**src/rtl/mem_access_unit_if.sv**
```systemverilog
// Request/response and RAM-driver signal bundle for mem_access_unit.
// Signal prefixes are from the unit's point of view (i_ = into the unit).
interface mem_access_unit_if #(
  parameter int DLEN = 32,
  parameter int ALEN = 10
) ();
  logic            i_req_valid;
  logic            o_req_ready;
  logic            i_req_we;
  logic [2:0]      i_req_funct3;
  logic [31:0]     i_req_addr;
  logic [31:0]     i_req_wdata;
  logic            o_rsp_valid;
  logic            i_rsp_ready;
  logic [31:0]     o_rsp_rdata;
  logic            o_rsp_err;
  logic            o_mem_wvalid;
  logic [ALEN-1:0] o_mem_waddr;
  logic [DLEN-1:0] o_mem_wdata;
  logic            o_mem_rvalid;
  logic [ALEN-1:0] o_mem_raddr;
  logic [DLEN-1:0] i_mem_rdata;

  // The load/store unit itself.
  modport slave (
    input  i_req_valid, i_req_we, i_req_funct3, i_req_addr, i_req_wdata,
    input  i_rsp_ready, i_mem_rdata,
    output o_req_ready, o_rsp_valid, o_rsp_rdata, o_rsp_err,
    output o_mem_wvalid, o_mem_waddr, o_mem_wdata, o_mem_rvalid, o_mem_raddr
  );

  // Execute stage plus RAM driver, seen from outside the unit.
  modport master (
    output i_req_valid, i_req_we, i_req_funct3, i_req_addr, i_req_wdata,
    output i_rsp_ready, i_mem_rdata,
    input  o_req_ready, o_rsp_valid, o_rsp_rdata, o_rsp_err,
    input  o_mem_wvalid, o_mem_waddr, o_mem_wdata, o_mem_rvalid, o_mem_raddr
  );
endinterface

```
**src/rtl/mem_access_unit.sv**
```systemverilog
// RV32I load/store front end for a word-addressed RAM without byte enables.
// Sub-word stores are done as read-modify-write; loads are sign/zero extended.
module mem_access_unit #(
  parameter int BLEN = 8,
  parameter int WLEN = 4,
  parameter int DLEN = BLEN * WLEN,
  parameter int MLEN = 1024,
  parameter int ALEN = $clog2(MLEN)
) (
  input logic              clk,
  input logic              rst,
  mem_access_unit_if.slave bus
);
  localparam int LLEN = $clog2(WLEN);
  localparam logic [DLEN-1:0] ByteMask = DLEN'({BLEN{1'b1}});
  localparam logic [DLEN-1:0] HalfMask = DLEN'({(2 * BLEN){1'b1}});

  typedef enum logic [2:0] {StIdle, StRd, StCap, StWr, StRsp} state_e;

  state_e          r_state;
  logic            r_we;
  logic [2:0]      r_funct3;
  logic [ALEN-1:0] r_word_addr;
  logic [LLEN-1:0] r_lane;
  logic [31:0]     r_wdata;
  logic            r_rsp_valid;
  logic            r_rsp_err;
  logic [31:0]     r_rsp_rdata;
  logic            r_mem_wvalid;
  logic            r_mem_rvalid;
  logic [DLEN-1:0] r_mem_wdata;

  logic            w_accept;
  logic            w_f3_legal;
  logic            w_misaligned;
  logic            w_out_of_range;
  logic            w_req_err;
  logic            w_req_sw;
  int unsigned     w_byte_sh;
  int unsigned     w_half_sh;
  logic [BLEN-1:0]   w_byte;
  logic [2*BLEN-1:0] w_half;
  logic [DLEN-1:0] w_load;
  logic [DLEN-1:0] w_mask;
  logic [DLEN-1:0] w_ins;
  logic [DLEN-1:0] w_merged;

  assign w_accept = bus.i_req_valid && (r_state == StIdle);
  assign w_req_sw = bus.i_req_we && (bus.i_req_funct3 == 3'b010);

  // Classify the incoming request; illegal ones never reach the RAM.
  always_comb begin
    w_f3_legal = 1'b0;
    case (bus.i_req_funct3)
      3'b000, 3'b001, 3'b010: w_f3_legal = 1'b1;
      3'b100, 3'b101:         w_f3_legal = !bus.i_req_we;  // no unsigned stores
      default:                w_f3_legal = 1'b0;
    endcase
    w_misaligned = ((bus.i_req_funct3[1:0] == 2'b01) && bus.i_req_addr[0]) ||
                   ((bus.i_req_funct3[1:0] == 2'b10) && (bus.i_req_addr[LLEN-1:0] != '0));
    w_out_of_range = |bus.i_req_addr[31:ALEN+LLEN];
    w_req_err = !w_f3_legal || w_misaligned || w_out_of_range;
  end

  assign w_byte_sh = BLEN * 32'(r_lane);
  assign w_half_sh = 2 * BLEN * 32'(r_lane[LLEN-1]);
  assign w_byte    = bus.i_mem_rdata[w_byte_sh +: BLEN];
  assign w_half    = bus.i_mem_rdata[w_half_sh +: 2 * BLEN];

  // Lane extraction and extension of the RAM word for loads.
  always_comb begin
    w_load = bus.i_mem_rdata;
    case (r_funct3)
      3'b000:  w_load = {{(DLEN - BLEN){w_byte[BLEN-1]}}, w_byte};
      3'b001:  w_load = {{(DLEN - 2 * BLEN){w_half[2*BLEN-1]}}, w_half};
      3'b100:  w_load = {{(DLEN - BLEN){1'b0}}, w_byte};
      3'b101:  w_load = {{(DLEN - 2 * BLEN){1'b0}}, w_half};
      default: w_load = bus.i_mem_rdata;
    endcase
  end

  // Merge store data into the word read back (SB: funct3[0]=0, SH: funct3[0]=1).
  always_comb begin
    if (r_funct3[0]) begin
      w_mask = HalfMask << w_half_sh;
      w_ins  = (r_wdata & HalfMask) << w_half_sh;
    end else begin
      w_mask = ByteMask << w_byte_sh;
      w_ins  = (r_wdata & ByteMask) << w_byte_sh;
    end
    w_merged = (bus.i_mem_rdata & ~w_mask) | w_ins;
  end

  // Sequencer: every output is registered here and only decoded from state.
  always_ff @(posedge clk) begin
    if (rst) begin
      r_state      <= StIdle;
      r_we         <= 1'b0;
      r_funct3     <= '0;
      r_word_addr  <= '0;
      r_lane       <= '0;
      r_wdata      <= '0;
      r_rsp_valid  <= 1'b0;
      r_rsp_err    <= 1'b0;
      r_rsp_rdata  <= '0;
      r_mem_wvalid <= 1'b0;
      r_mem_rvalid <= 1'b0;
      r_mem_wdata  <= '0;
    end else begin
      unique case (r_state)
        StIdle: begin
          if (w_accept) begin
            r_we        <= bus.i_req_we;
            r_funct3    <= bus.i_req_funct3;
            r_word_addr <= bus.i_req_addr[ALEN+LLEN-1:LLEN];
            r_lane      <= bus.i_req_addr[LLEN-1:0];
            r_wdata     <= bus.i_req_wdata;
            if (w_req_err) begin
              r_rsp_valid <= 1'b1;
              r_rsp_err   <= 1'b1;
              r_rsp_rdata <= '0;
              r_state     <= StRsp;
            end else if (w_req_sw) begin
              r_mem_wdata  <= bus.i_req_wdata;
              r_mem_wvalid <= 1'b1;
              r_state      <= StWr;
            end else begin
              r_mem_rvalid <= 1'b1;
              r_state      <= StRd;
            end
          end
        end
        StRd: begin
          r_mem_rvalid <= 1'b0;
          r_state      <= StCap;
        end
        StCap: begin
          if (r_we) begin
            r_mem_wdata  <= w_merged;
            r_mem_wvalid <= 1'b1;
            r_state      <= StWr;
          end else begin
            r_rsp_rdata <= w_load;
            r_rsp_err   <= 1'b0;
            r_rsp_valid <= 1'b1;
            r_state     <= StRsp;
          end
        end
        StWr: begin
          r_mem_wvalid <= 1'b0;
          r_rsp_rdata  <= '0;
          r_rsp_err    <= 1'b0;
          r_rsp_valid  <= 1'b1;
          r_state      <= StRsp;
        end
        StRsp: begin
          if (bus.i_rsp_ready) begin
            r_rsp_valid <= 1'b0;
            r_rsp_err   <= 1'b0;
            r_rsp_rdata <= '0;
            r_state     <= StIdle;
          end
        end
        default: r_state <= StIdle;
      endcase
    end
  end

  // Outputs are forced low during reset so a WR cycle hit by rst never writes.
  assign bus.o_req_ready  = (r_state == StIdle) && !rst;
  assign bus.o_rsp_valid  = r_rsp_valid && !rst;
  assign bus.o_rsp_err    = r_rsp_err && !rst;
  assign bus.o_rsp_rdata  = rst ? '0 : r_rsp_rdata;
  assign bus.o_mem_wvalid = r_mem_wvalid && !rst;
  assign bus.o_mem_rvalid = r_mem_rvalid && !rst;
  assign bus.o_mem_waddr  = rst ? '0 : r_word_addr;
  assign bus.o_mem_raddr  = rst ? '0 : r_word_addr;
  assign bus.o_mem_wdata  = rst ? '0 : r_mem_wdata;

endmodule
```
**src/flat_wrapper.sv**
```systemverilog
// flat-port wrapper written by rule: the top's interface ports become plain ports
module mem_access_unit_flat 
#(
  parameter int BLEN = 8,
  parameter int WLEN = 4,
  parameter int DLEN = BLEN * WLEN,
  parameter int MLEN = 1024,
  parameter int ALEN = $clog2(MLEN)
)
  (clk, rst, bus_i_req_valid, bus_i_req_we, bus_i_req_funct3, bus_i_req_addr, bus_i_req_wdata, bus_i_rsp_ready, bus_i_mem_rdata, bus_o_req_ready, bus_o_rsp_valid, bus_o_rsp_rdata, bus_o_rsp_err, bus_o_mem_wvalid, bus_o_mem_waddr, bus_o_mem_wdata, bus_o_mem_rvalid, bus_o_mem_raddr);
  mem_access_unit_if #(.DLEN(DLEN), .ALEN(ALEN)) bus_i ();
  input logic clk;
  input logic rst;
  input wire logic [$bits(bus_i.i_req_valid)-1:0] bus_i_req_valid;
  input wire logic [$bits(bus_i.i_req_we)-1:0] bus_i_req_we;
  input wire logic [$bits(bus_i.i_req_funct3)-1:0] bus_i_req_funct3;
  input wire logic [$bits(bus_i.i_req_addr)-1:0] bus_i_req_addr;
  input wire logic [$bits(bus_i.i_req_wdata)-1:0] bus_i_req_wdata;
  input wire logic [$bits(bus_i.i_rsp_ready)-1:0] bus_i_rsp_ready;
  input wire logic [$bits(bus_i.i_mem_rdata)-1:0] bus_i_mem_rdata;
  output wire logic [$bits(bus_i.o_req_ready)-1:0] bus_o_req_ready;
  output wire logic [$bits(bus_i.o_rsp_valid)-1:0] bus_o_rsp_valid;
  output wire logic [$bits(bus_i.o_rsp_rdata)-1:0] bus_o_rsp_rdata;
  output wire logic [$bits(bus_i.o_rsp_err)-1:0] bus_o_rsp_err;
  output wire logic [$bits(bus_i.o_mem_wvalid)-1:0] bus_o_mem_wvalid;
  output wire logic [$bits(bus_i.o_mem_waddr)-1:0] bus_o_mem_waddr;
  output wire logic [$bits(bus_i.o_mem_wdata)-1:0] bus_o_mem_wdata;
  output wire logic [$bits(bus_i.o_mem_rvalid)-1:0] bus_o_mem_rvalid;
  output wire logic [$bits(bus_i.o_mem_raddr)-1:0] bus_o_mem_raddr;
  assign bus_i.i_req_valid = bus_i_req_valid;
  assign bus_i.i_req_we = bus_i_req_we;
  assign bus_i.i_req_funct3 = bus_i_req_funct3;
  assign bus_i.i_req_addr = bus_i_req_addr;
  assign bus_i.i_req_wdata = bus_i_req_wdata;
  assign bus_i.i_rsp_ready = bus_i_rsp_ready;
  assign bus_i.i_mem_rdata = bus_i_mem_rdata;
  assign bus_o_req_ready = bus_i.o_req_ready;
  assign bus_o_rsp_valid = bus_i.o_rsp_valid;
  assign bus_o_rsp_rdata = bus_i.o_rsp_rdata;
  assign bus_o_rsp_err = bus_i.o_rsp_err;
  assign bus_o_mem_wvalid = bus_i.o_mem_wvalid;
  assign bus_o_mem_waddr = bus_i.o_mem_waddr;
  assign bus_o_mem_wdata = bus_i.o_mem_wdata;
  assign bus_o_mem_rvalid = bus_i.o_mem_rvalid;
  assign bus_o_mem_raddr = bus_i.o_mem_raddr;
  mem_access_unit #(.BLEN(BLEN), .WLEN(WLEN), .DLEN(DLEN), .MLEN(MLEN), .ALEN(ALEN)) u_core (.clk(clk), .rst(rst), .bus(bus_i));
endmodule
```
**config.mk**
```make
export PLATFORM = sky130hd
export DESIGN_NAME = mem_access_unit_flat
export DESIGN_NICKNAME = d
export VERILOG_FILES = /design/src/rtl/mem_access_unit_if.sv /design/src/rtl/mem_access_unit.sv /design/src/flat_wrapper.sv
export SDC_FILE = /design/constraint.sdc
export NUM_CORES = 1
export LEC_CHECK = 0
export CORE_ASPECT_RATIO = 2
export CORE_UTILIZATION = 48
export DETAILED_ROUTE_END_ITERATION = 8
export HOLD_SLACK_MARGIN = 0.06
export PLACE_DENSITY = 0.83
export REMOVE_ABC_BUFFERS = 1
export SLEW_MARGIN = 20
export SYNTH_ARGS = -nofsm -noshare
export SYNTH_HDL_FRONTEND = slang
export SYNTH_SLANG_ARGS = --single-unit
```
**constraint.sdc**
```tcl
create_clock -name clk -period 3.1 [get_ports clk]
set_input_delay 0.775 -clock clk [delete_from_list [all_inputs] [get_ports clk]]
set_output_delay 0.775 -clock clk [all_outputs]
set_load 0.005 [all_outputs]
```
==> results.yml <==
run_status:
  status: "completed"
logic_synthesis:
  synthTopCellsByArea: "dfxtp_1 (33%), nand2_1 (7.9%), a21oi_1 (5.2%)"
  synth_top_cell_by_area: "dfxtp_1"
  synth_cells: 854
  yosys.cell_types.count: 55
  syn_avg_cell_area_um2: 7.35
  synth-main-ff-cell: "dfxtp_1"
  synth.most_common_cell: "nand2_1"
  syn-cell-area_mm2: 0.00627
  synth-seq-cells: 103
  async_flop_share: 0
  seq_area_frac_synth: 0.329
  synth_warnings: 0
  synth_common_cells: "nand2_1 (132), dfxtp_1 (103), a21oi_1 (65), clkbuf_1 (62), nor2_1 (57)"
  yosysTopAreaCellShare: 0.329
  synth_edf_count: 0
setup_path:
  end_kind: "output pin"
  worstPathArrival_ns: 2.04
  reg2reg_slack_ns: 0.73
  crit_type: "input port to output pin"
  critPathTopFamily: "buffers and inverters"
  cp-start-kind: "input port"
  worstPathCellList: "buf_4, clkinv_1, buf_4, nand2_1, inv_1, clkdlybuf4s50_1"
  cp_max_fo: 18
  path_common_cell: "buf_4"
  slowest_delay_ns: 0.55
  cp.required_ns: 2.32
  crit_slowest_cell: "clkdlybuf4s50_1"
  crit_buf_inv: 5
finish:
  final_core_util: 0.679
  synthToLayoutAreaGrowth_pct: 36.7
  final_nets: 1103
  drive_above_1_share: 0.0558
  multi_input_area_mm2: 0.00368
  num-fill-cells: 1126
  stdcell_area_mm2: 0.00857
  area.sequential_mm2: 0.00206
  n_antenna_cell: 0
route:
  via_per_inst: 6.16
  ant_nets: 0
  vias: 7109
  wl_mm: 21.4
  drt_first_pass_iters: 5
  wire_per_inst_um: 18.5
  drc: 0
  first_iter_violations: 761
clocking:
  path_clk_slew_ns: 0.08
  clockBufferDepth: 2
  cts_setup_buffers: 0
  cts_htree_levels: 3
  ctsHoldBuffers: 0
  tritoncts: "built"
  cts_resized: 0
  numCtsBuffers: 9
  cts_root_buf: "clkbuf_16"
  clk_latency_ns: 0.35
  cts.sinks: 103
power:
  leakage_nw: 3.29
  p_per_area_mw_per_mm2: 356
  finalPower_mw: 3.05
  vdd_ir_drop_max_mv: 0.294
floorplanning:
  placeableCoreArea_mm2: 0.0126
  rows: 58
  die_w_um: 82.8
  die_h_um: 164
  initial_utilization: 0.497
  io_pins: 193
  die_area_mm2: 0.0136
timing:
  setup_viol: 0
  tns_ns: 0
  setup_slack_ns: 0.290
  rsz0062_at_grt: "no"
  max_freq_mhz: 356
  drv_slew: 0
  max_slew_margin: 0.379
  min_period_over_period: 0.907
  finalClockSkew_ns: 0.00841
  hold_violations: 0
  fin_crit_ns: 2.81
  tightest_slew_ns: 0.928
grt:
  grt_max_degree: 64
  antenna_found_initial: 0
  track_usage: 0.308
  grt_pass1_wl_mm: 33.1
  overflow: 0
  grt_pass1_vias: 6604
flow_run:
  drv_cap: 0
place:
  pre_cts_ws_ns: 0.125
  numPortBuffers: 192
  dpl_cell_area_mm2: 0.00829
  dpl.hpwl_mm: 15.3
  place_congestion: 0.921
hold_path:
  hold_path.class: "register to register"
==> metal layers <==
| metal | up-vias | track usage | part of all wire | routed length (um) |
|---|---|---|---|---|
| met2 | 373 | 0.541 | 0.51 | 10900 |
| met1 | 3330 | 0.330 | 0.36 | 7700 |
| met4 | 0 | 0.245 | 0.075 | 1600 |
| met3 | 90 | 0.0359 | 0.057 | 1210 |
| met5 | - | 0 | 0 | 0 |
| li1 | 3316 | - | - | - |
==> power breakdown <==
part           total [mW]  internal [mW]  switching [mW]
registers            1.39           1.35          0.0333
logic               0.550          0.251           0.300
clock network        1.11          0.559           0.555
==> placed cells by master (no fill, tap or decap), types with 2 or more instances in the layout <==
cell             instances
a2bb2oi_1                6
mux2_1                   2
o211a_1                  2
and2_1                   2
o32ai_1                 17
o22ai_1                  7
o21a_1                   2
buf_12                   4
o221ai_1                 8
clkinvlp_4               2
nor2_1                  55
nor3b_1                 16
nor3_1                  16
nor4_1                   4
mux2i_1                 19
clkdlybuf4s50_1        191
or3b_1                   9
inv_6                    2
a311o_1                 16
a21oi_1                 65
clkbuf_16                9
a22o_1                  16
nand3b_1                16
mux2_2                   2
o21ai_0                 22
dfxtp_1                103
nor2_2                   2
inv_1                   44
a22oi_1                  9
a211o_1                 17
and3_1                   8
nand2_1                132
buf_4                   27
a31oi_1                 27
clkinv_1                 2
nand3_1                 50
nor2b_1                 48
==> state kept, by name, indices dropped and copies added (netlist names) <==
register / count
u_core.r_wdata: 16
u_core.r_lane: 2
u_core.r_mem_rvalid: 1
u_core.r_word_addr: 10
u_core.r_mem_wdata: 32
u_core.r_state: 3
u_core.r_funct3: 3
u_core.r_rsp_err: 1
u_core.r_rsp_rdata: 32
u_core.r_we: 1
u_core.r_mem_wvalid: 1
u_core.r_rsp_valid: 1
==> stage by stage <==
| step | cells | hold WS [ns] |
|---|---|---|
| 2_1_floorplan | 766 | 0.426 |
| 3_3_place_gp | 1138 | 0.438 |
| 3_5_place_dp | 1138 | 0.443 |
| 4_1_cts | 1154 | 0.454 |
| 5_1_grt | 1154 | 0.466 |
| 6_report | 1154 | 0.453 |
==> path summary, 6_finish.rpt <==
check / start / end / cells past startpoint
max: rst / bus_o_rsp_rdata[1] / 6
min: u_core.r_word_addr[0] / u_core.r_word_addr[0] / 2
max reg2reg: u_core.r_state[1] / u_core.r_mem_wdata[0] / 6
min reg2reg: u_core.r_word_addr[0] / u_core.r_word_addr[0] / 2
==> kinds of logic after synthesis <==
group / count (synthesis) / share of synthesized area
buffers and inverters: 134 / 0.0890
DFF: 103 / 0.329
muxes: 24 / 0.0411
and+or+nand+nor: 368 / 0.293
xor gates and xnor gates: 1 / 0.00140
AOI/OAI and AO/OA: 224 / 0.247
==> tightest hold or removal path, delay by kind of cell (launching register included) <==
family,cells,cell delay (ns)
flip-flops,1,0.31
AND/OR/NAND/NOR,1,0.05
AO/OA/AOI/OAI,1,0.05
==> area by class of cell <==
type | instances | share of cell area
inverters | 46 | 0.0201
clock inverters | 6 | 0.00613
repair buffers | 222 | 0.256
well taps | 150 | 0.0219
multi-input cells | 617 | 0.429
clock buffers | 10 | 0.0267
flip-flops and latches | 103 | 0.240
Power figures use the tool's default switching activity.
